File: config.mk
export PLATFORM = sky130hd
export DESIGN_NAME = aes_key_exp_ctrl
export DESIGN_NICKNAME = d
export VERILOG_FILES = /design/src/rtl/aes_key_pkg.sv /design/src/rtl/aes_kexp_round_cnt.sv /design/src/rtl/aes_key_exp_ctrl.sv
export SDC_FILE = /design/constraint.sdc
export NUM_CORES = 1
export LEC_CHECK = 0
export CAP_MARGIN = 40
export CORE_ASPECT_RATIO = 0.9
export CORE_MARGIN = 8
export CORE_UTILIZATION = 25
export DETAILED_ROUTE_END_ITERATION = 12
export PLACE_DENSITY = 0.55
export SLEW_MARGIN = 10
export SYNTH_ARGS = -nofsm -noshare
export SYNTH_HDL_FRONTEND = slang
export SYNTH_SLANG_ARGS = --single-unit
File: constraint.sdc
create_clock -name clk -period 1.75 [get_ports clk]
set_clock_uncertainty 0.05 [all_clocks]
set_input_delay 0.2625 -clock clk [delete_from_list [all_inputs] [get_ports clk]]
set_output_delay 0.2625 -clock clk [all_outputs]
set_load 0.02 [all_outputs]
File: src/rtl/aes_key_pkg.sv
// Shared types and sizing for the AES key-expansion sequencer and its helpers.
package aes_key_pkg;

    localparam int unsigned AES_DATA_WIDTH = 128;
    localparam int unsigned AES_NUM_ROUNDS = 10;
    localparam int unsigned RC_IDX_W       = $clog2(AES_NUM_ROUNDS);
    localparam int unsigned RK_IDX_W       = $clog2(AES_NUM_ROUNDS + 1);

    typedef enum logic [1:0] {IDLE, LOAD, PRESENT, EXPAND} kexp_state_t;

endpackage

File: src/rtl/aes_kexp_round_cnt.sv
// Round counter for the key-expansion sequencer: clear, saturating increment,
// terminal-count flag when the last round key index is reached.
module aes_kexp_round_cnt
    import aes_key_pkg::*;
#(
    parameter int unsigned MAX_CNT = AES_NUM_ROUNDS,
    parameter int unsigned CNT_W   = $clog2(MAX_CNT + 1)
) (
    input  logic             clk,
    input  logic             rst_n,
    input  logic             clr,
    input  logic             inc,
    output logic [CNT_W-1:0] cnt,
    output logic             tc
);

    localparam logic [CNT_W-1:0] LAST = CNT_W'(MAX_CNT);

    assign tc = (cnt == LAST);

    always_ff @(posedge clk or negedge rst_n) begin
        if (!rst_n) begin
            cnt <= '0;
        end else if (clr) begin
            cnt <= '0;
        end else if (inc && !tc) begin
            cnt <= cnt + 1'b1;
        end
    end

endmodule

File: src/rtl/aes_key_exp_ctrl.sv
// Sequencer in front of the AES key-expansion datapath: captures a cipher key,
// steps the datapath round by round and presents each round key on a valid/ready port.
module aes_key_exp_ctrl
    import aes_key_pkg::*;
#(
    parameter int unsigned DATA_WIDTH = AES_DATA_WIDTH,
    parameter int unsigned RC_WIDTH   = AES_NUM_ROUNDS
) (
    input  logic                           clk,
    input  logic                           rst_n,
    input  logic [DATA_WIDTH-1:0]          key_in,
    input  logic                           key_valid,
    output logic                           key_ready,
    output logic [DATA_WIDTH-1:0]          key_vector,
    output logic                           key_MUX1,
    output logic                           key_MUX2,
    output logic [$clog2(RC_WIDTH)-1:0]    RC_sig,
    output logic                           FF1_enable,
    output logic                           rk_valid,
    input  logic                           rk_ready,
    output logic [$clog2(RC_WIDTH+1)-1:0]  rk_index,
    output logic                           rk_last,
    output logic                           busy
);

    localparam int unsigned RCW = $clog2(RC_WIDTH);
    localparam int unsigned RKW = $clog2(RC_WIDTH + 1);

    kexp_state_t    state;
    logic [RKW-1:0] r;
    logic           r_tc;
    logic           r_clr;
    logic           r_inc;

    assign r_clr = (state == IDLE) && key_valid;
    assign r_inc = (state == PRESENT) && rk_ready;

    aes_kexp_round_cnt #(
        .MAX_CNT (RC_WIDTH),
        .CNT_W   (RKW)
    ) u_round_cnt (
        .clk   (clk),
        .rst_n (rst_n),
        .clr   (r_clr),
        .inc   (r_inc),
        .cnt   (r),
        .tc    (r_tc)
    );

    // Outputs are registered alongside the state; the counter already holds the
    // index of the next key on entry to PRESENT, and the index just left on entry to EXPAND.
    always_ff @(posedge clk or negedge rst_n) begin
        if (!rst_n) begin
            state      <= IDLE;
            key_vector <= '0;
            key_ready  <= 1'b1;
            busy       <= 1'b0;
            key_MUX1   <= 1'b0;
            key_MUX2   <= 1'b0;
            RC_sig     <= '0;
            FF1_enable <= 1'b0;
            rk_valid   <= 1'b0;
            rk_index   <= '0;
            rk_last    <= 1'b0;
        end else begin
            case (state)
                IDLE: begin
                    if (key_valid) begin
                        state      <= LOAD;
                        key_vector <= key_in;
                        key_ready  <= 1'b0;
                        busy       <= 1'b1;
                        key_MUX1   <= 1'b1;
                        FF1_enable <= 1'b1;
                    end
                end
                LOAD, EXPAND: begin
                    state      <= PRESENT;
                    key_MUX1   <= 1'b0;
                    FF1_enable <= 1'b0;
                    RC_sig     <= '0;
                    rk_valid   <= 1'b1;
                    rk_index   <= r;
                    rk_last    <= r_tc;
                    key_MUX2   <= (r == '0);
                end
                PRESENT: begin
                    if (rk_ready) begin
                        rk_valid <= 1'b0;
                        rk_last  <= 1'b0;
                        key_MUX2 <= 1'b0;
                        if (r_tc) begin
                            state     <= IDLE;
                            key_ready <= 1'b1;
                            busy      <= 1'b0;
                            rk_index  <= '0;
                        end else begin
                            state      <= EXPAND;
                            FF1_enable <= 1'b1;
                            RC_sig     <= r[RCW-1:0];
                        end
                    end
                end
                default: state <= IDLE;
            endcase
        end
    end

endmodule

# Yosys cells after proc, flatten, opt, wreduce, memory -nomap -nowiden
# Index checks and enable logic that the tools add are counted.
[totals]
register_bits = 149
in_bits = 132
output_inout_bits = 143
wordCells = 68
[classes]
addsub = 1
n_eq_ne = 8
muxes = 28
reduce_logical = 19
[ops]
columns = ["operator", "count"]
rows = [
  ["two-way mux 4 bit", 6],
  ["one-hot mux 4 bit (2 select lines)", 2],
  ["one-hot mux 1 bit (2 select lines)", 6],
  ["two-way mux 1 bit", 9],
  ["AND reduction 3 bit", 3],
  ["!= test 2 bit, second input constant", 4],
  ["AND reduction 2 bit", 4],
  ["nonzero test 2 bit", 4],
  ["two-way mux 2 bit", 3],
  ["one-hot mux 2 bit (3 select lines)", 1],
  ["adder 4 x 1 -> 4 bit, second input constant", 1],
  ["equality test 2 bit, second input constant", 2],
  ["equality test 4 bit, second input constant", 1],
  ["logical NOT 4 bit", 1],
  ["AND reduction 4 bit", 1],
  ["logical AND 1 bit", 3],
  ["one-hot mux 1 bit (3 select lines)", 1],
  ["equality test 2 x 1 -> 1 bit, second input constant", 1],
  ["logical NOT 2 bit", 1],
  ["OR reduction 2 bit", 1],
  ["logical NOT 1 bit", 1],
]

# Longest topological paths before layout
[depth]
depth_word = 5
ltp_mapped = 6
ltp_nobuf = 5

# Cells and area by module
# A second synthesis with hierarchy kept.
[unflattened]
hier_cells = 367
area_unflattened_um2 = 5794.3
[modules_own_cells]
columns = ["mod", "instances", "cells_each", "area_each_um2", "seq_area_each_um2"]
rows = [
  ["aes_key_exp_ctrl", 1, 344, 5562.8, 3629.7],
  ["aes_kexp_round_cnt", 1, 23, 231.5, 100.1],
]

# Worst setup path after synthesis
# No wires, ideal clock.
[synth_path]
path_kind = "reg-to-reg"
startpoint = "register state[0]"
endpoint = "register key_vector[0]"
setup_time_ps = 125
t_arrival_ps = 1424
t_required_ps = 1575
path_slack_ps = 151
stages_incl_launch_ff = 6
path_buffers = 3
synth_period_minus_slack_ps = 1599
path_cell_list = "dfrtp_1 or3b_1 buf_2 buf_8 buf_6 mux2_4"
[synth_between]
elab_chain_len = 2
[synth_rtl]
columns = ["item", "line", "text"]
rows = [
  ["from (decl)", "aes_key_exp_ctrl.sv:29", "kexp_state_t state;"],
  ["from (signal assigned)", "aes_key_exp_ctrl.sv:54", "state <= IDLE;"],
  ["from (signal assigned)", "aes_key_exp_ctrl.sv:69", "state <= LOAD;"],
  ["from (signal assigned)", "aes_key_exp_ctrl.sv:78", "state <= PRESENT;"],
  ["logical NOT 2 bit", "aes_key_exp_ctrl.sv:66", "case (state)"],
  ["AND reduction 2 bit (no source line)", "n/a", ""],
  ["to (signal assigned)", "aes_key_exp_ctrl.sv:70", "key_vector <= key_in;"],
  ["to (decl)", "aes_key_exp_ctrl.sv:14", "output logic [DATA_WIDTH-1:0] key_vector,"],
]
# Every way passes these cells.
# A chain may end at the register's enable or synchronous reset.

# Final worst setup path
[layout_path]
startpoint = "register key_vector[47]"
endpoint = "output key_vector[47]"
# No word-level cell between the ends.

==> results.ini <==
[synthesis]
async_flop_share = 1.00
yosysWarnings = 0
synth_most_common_cell = dfrtp_1
ys_seq_area_frac = 0.615
synth_commonest_cells = dfrtp_1, mux2_4, mux2_2
synth_top_flop_cell = dfrtp_1
synth_area_leader_cell = dfrtp_1
synth_nets = 499
yosysTopAreaCellShare = 0.610
synth-seq-cells = 149
netlist_top_cells_area = dfrtp_1, mux2_4, mux2_2
netlist_area_um2 = 6070
synthCells = 364
synth.distinct_cells = 28
synth_enable_flop_cells = 0
synth.avg_cell_area_um2 = 16.7

[layout]
nets = 788
area_delta_synth_final_pct = 63.6
drive_above_1_share = 0.266

[cts]
numCtsBuffers = 17
cts_buffer_depth = 2
clk_pin_slew_worst_paths_ns = 0.06
ctsRootBufferMaster = clkbuf_16
cts_tree = built
cts_max_level = 4
cts_sinks = 149
clock_latency_ns = 0.41

[detailed_routing]
drt-initial-drc-count = 177
drc_errors = 0
firstDrtPassIters = 4
wirelength_um = 18000
num_vias = 4035
viasPerCell = 4.14
avgRoutedWirePerCell_um = 18.5
drtAntennaViolNets = 0

[timing]
worstMarginPinSlew_ns = 0.401
setup_ws_ns = 0.0368
slew_headroom = 0.732
grt_setup_unrepaired = false
final-setup-viol-count = 0
fin_crit_sh = 0.979
timing.final.crit_period_ns = 1.71
slew_viol_final = 0
tns_ns = 0
hold_viol = 0
fmax_mhz = 584

[setup_path]
path_buf_inv = 1
end_kind = output port
path_class = flop to output port
cp.arrival_ns = 1.40
cp_top_family = buffers and inverters
start_kind = flop
cpMaxStageDelayCell = clkdlybuf4s50_1
cp_cell_sequence = clkdlybuf4s50_1
cp.required_ns = 1.44
critPathMaxStageDelay_ns = 0.64
crit_path_max_fanout = 2

[place]
portBuffers = 274
dp_hpwl_um = 13600
pre_cts_slack_ns = -0.218
place.gp.congestion = 0.750

[die]
ios = 275
dieHeight_um = 164
row_count = 54
fp.dieW_um = 180
dieArea_um2 = 29500
core_area_um2 = 24100
initial_core_util = 0.252

[global_routing]
grt_max_degree = 60
antenna_found_initial = 1
grtUsageTotal = 0.122
grt_pass1_vias = 4673
grt_overflow = 0
grt_pass1_wl_um = 28000

[min_path]
hp-class = input port to asynchronous set/reset pin

[outcome]
status = complete, no violations

[power]
ir_drop_uv = 737
p_total_w = 0.0179
powerDensity_nw_per_um2 = 1810
power.leakage_nw = 5.43

[run]
maxCapViolCount = 0

==> placed cells by master (no fill, tap or decap), types with 3 or more instances in the layout <==
master           synthesis  layout
buf_4                    0      12
a21oi_1                  4       4
o21ai_0                  6       6
ha_1                     3       3
clkbuf_1                 6       4
dlygate4sd2_1            0      15
mux2_2                  41      41
a22o_1                   4       4
clkbuf_16                0      17
clkdlybuf4s50_1          0     190
dfrtp_1                148     148
dlymetal6s2s_1           0      68
nand2_1                 17      17
inv_1                    5       5
mux2_4                  87      87
buf_12                   0       5
nor2_1                   3       3
clkinv_2                 0       5
mux2i_1                  5       5
==> logic make-up (layout without fill, tap and decap cells) <==
group           Yosys count  in the layout  synth area share
other cells               0              1                 0
mux                     133            133             0.300
fa+ha+maj                 3              3           0.00619
flops                   149            149             0.615
buf+inv                  27            329            0.0309
compound gates           22             22            0.0245
simple gates             30             30            0.0241
==> what timing repair did <==
action                                  4_1_cts  5_1_grt
endpoints found under the setup margin       15       68
endpoints found under the hold margin        37        0
resized for setup                            15       68
hold buffers                                  1        0
gates cloned                                  0        0
buffers inserted                              0        0
==> state kept, by name, indices dropped and copies added (netlist names) <==
register,flops
FF1_enable,1
RC_sig,4
busy,1
key_MUX1,1
key_MUX2,1
key_ready,1
key_vector,128
rk_index,4
rk_last,1
rk_valid,1
state,2
u_round_cnt.cnt,4
==> power breakdown <==
group          total (W)  internal, W  switching (W)  leakage [nW]
logic            0.00851      0.00463        0.00388          3.30
clock network    0.00341      0.00199        0.00142         0.264
registers        0.00600      0.00510       0.000901          1.87
==> through the flow <==
stage / std cells / utilization / hold slack, ns / area (um^2)
after floorplan: 364 / - / -0.0831 / 6070
final: 975 / 0.413 / 0.256 / 9930
after CTS: 974 / 0.406 / 0.245 / 9750
after global placement: 941 / 0.383 / 0.120 / 9220
after global routing: 975 / 0.413 / 0.261 / 9930
after detailed placement: 941 / 0.383 / 0.123 / 9220
==> metal layers <==
layer | up-vias | track usage | routed length, um
li1 | 1858 | - | -
met1 | 2006 | 0.138 | 7210
met5 | - | 0 | 0
met3 | 17 | 0.0469 | 1260
met4 | 0 | 0.0428 | 280
met2 | 154 | 0.210 | 9250
==> cell type report <==
cell class                      instances  area [um^2]
Tap cell                              308          385
Timing Repair Buffer                  292         3100
Fill cell                            2207        14100
Sequential cell                       149         3730
Inverter                                5         18.8
Multi-Input combinational cell        188         2150
Clock buffer                           22          454
Antenna cell                            1         2.50
Clock inverter                         10         87.6
==> path summary, 6_finish.rpt <==
| kind | to | slack [ns] | cells after the start | from |
|---|---|---|---|---|
| max reg2reg | key_vector[19]$_DFFE_PN0P_ | 0.08 | 3 | state[1]$_DFFE_PN0P_ |
| max in group asynchronous | RC_sig[2]$_DFFE_PN0P_ | 0.78 | 3 | rst_n |
| min reg2reg | rk_valid$_DFFE_PN0P_ | 0.43 | 2 | rk_valid$_DFFE_PN0P_ |
| min | key_vector[36]$_DFFE_PN0P_ | 0.26 | 2 | rst_n |
| min in group clk | key_vector[23]$_DFFE_PN0P_ | 0.41 | 2 | key_in[23] |
| max | key_vector[47] | 0.04 | 1 | key_vector[47]$_DFFE_PN0P_ |
Power figures use the tool's default switching activity.
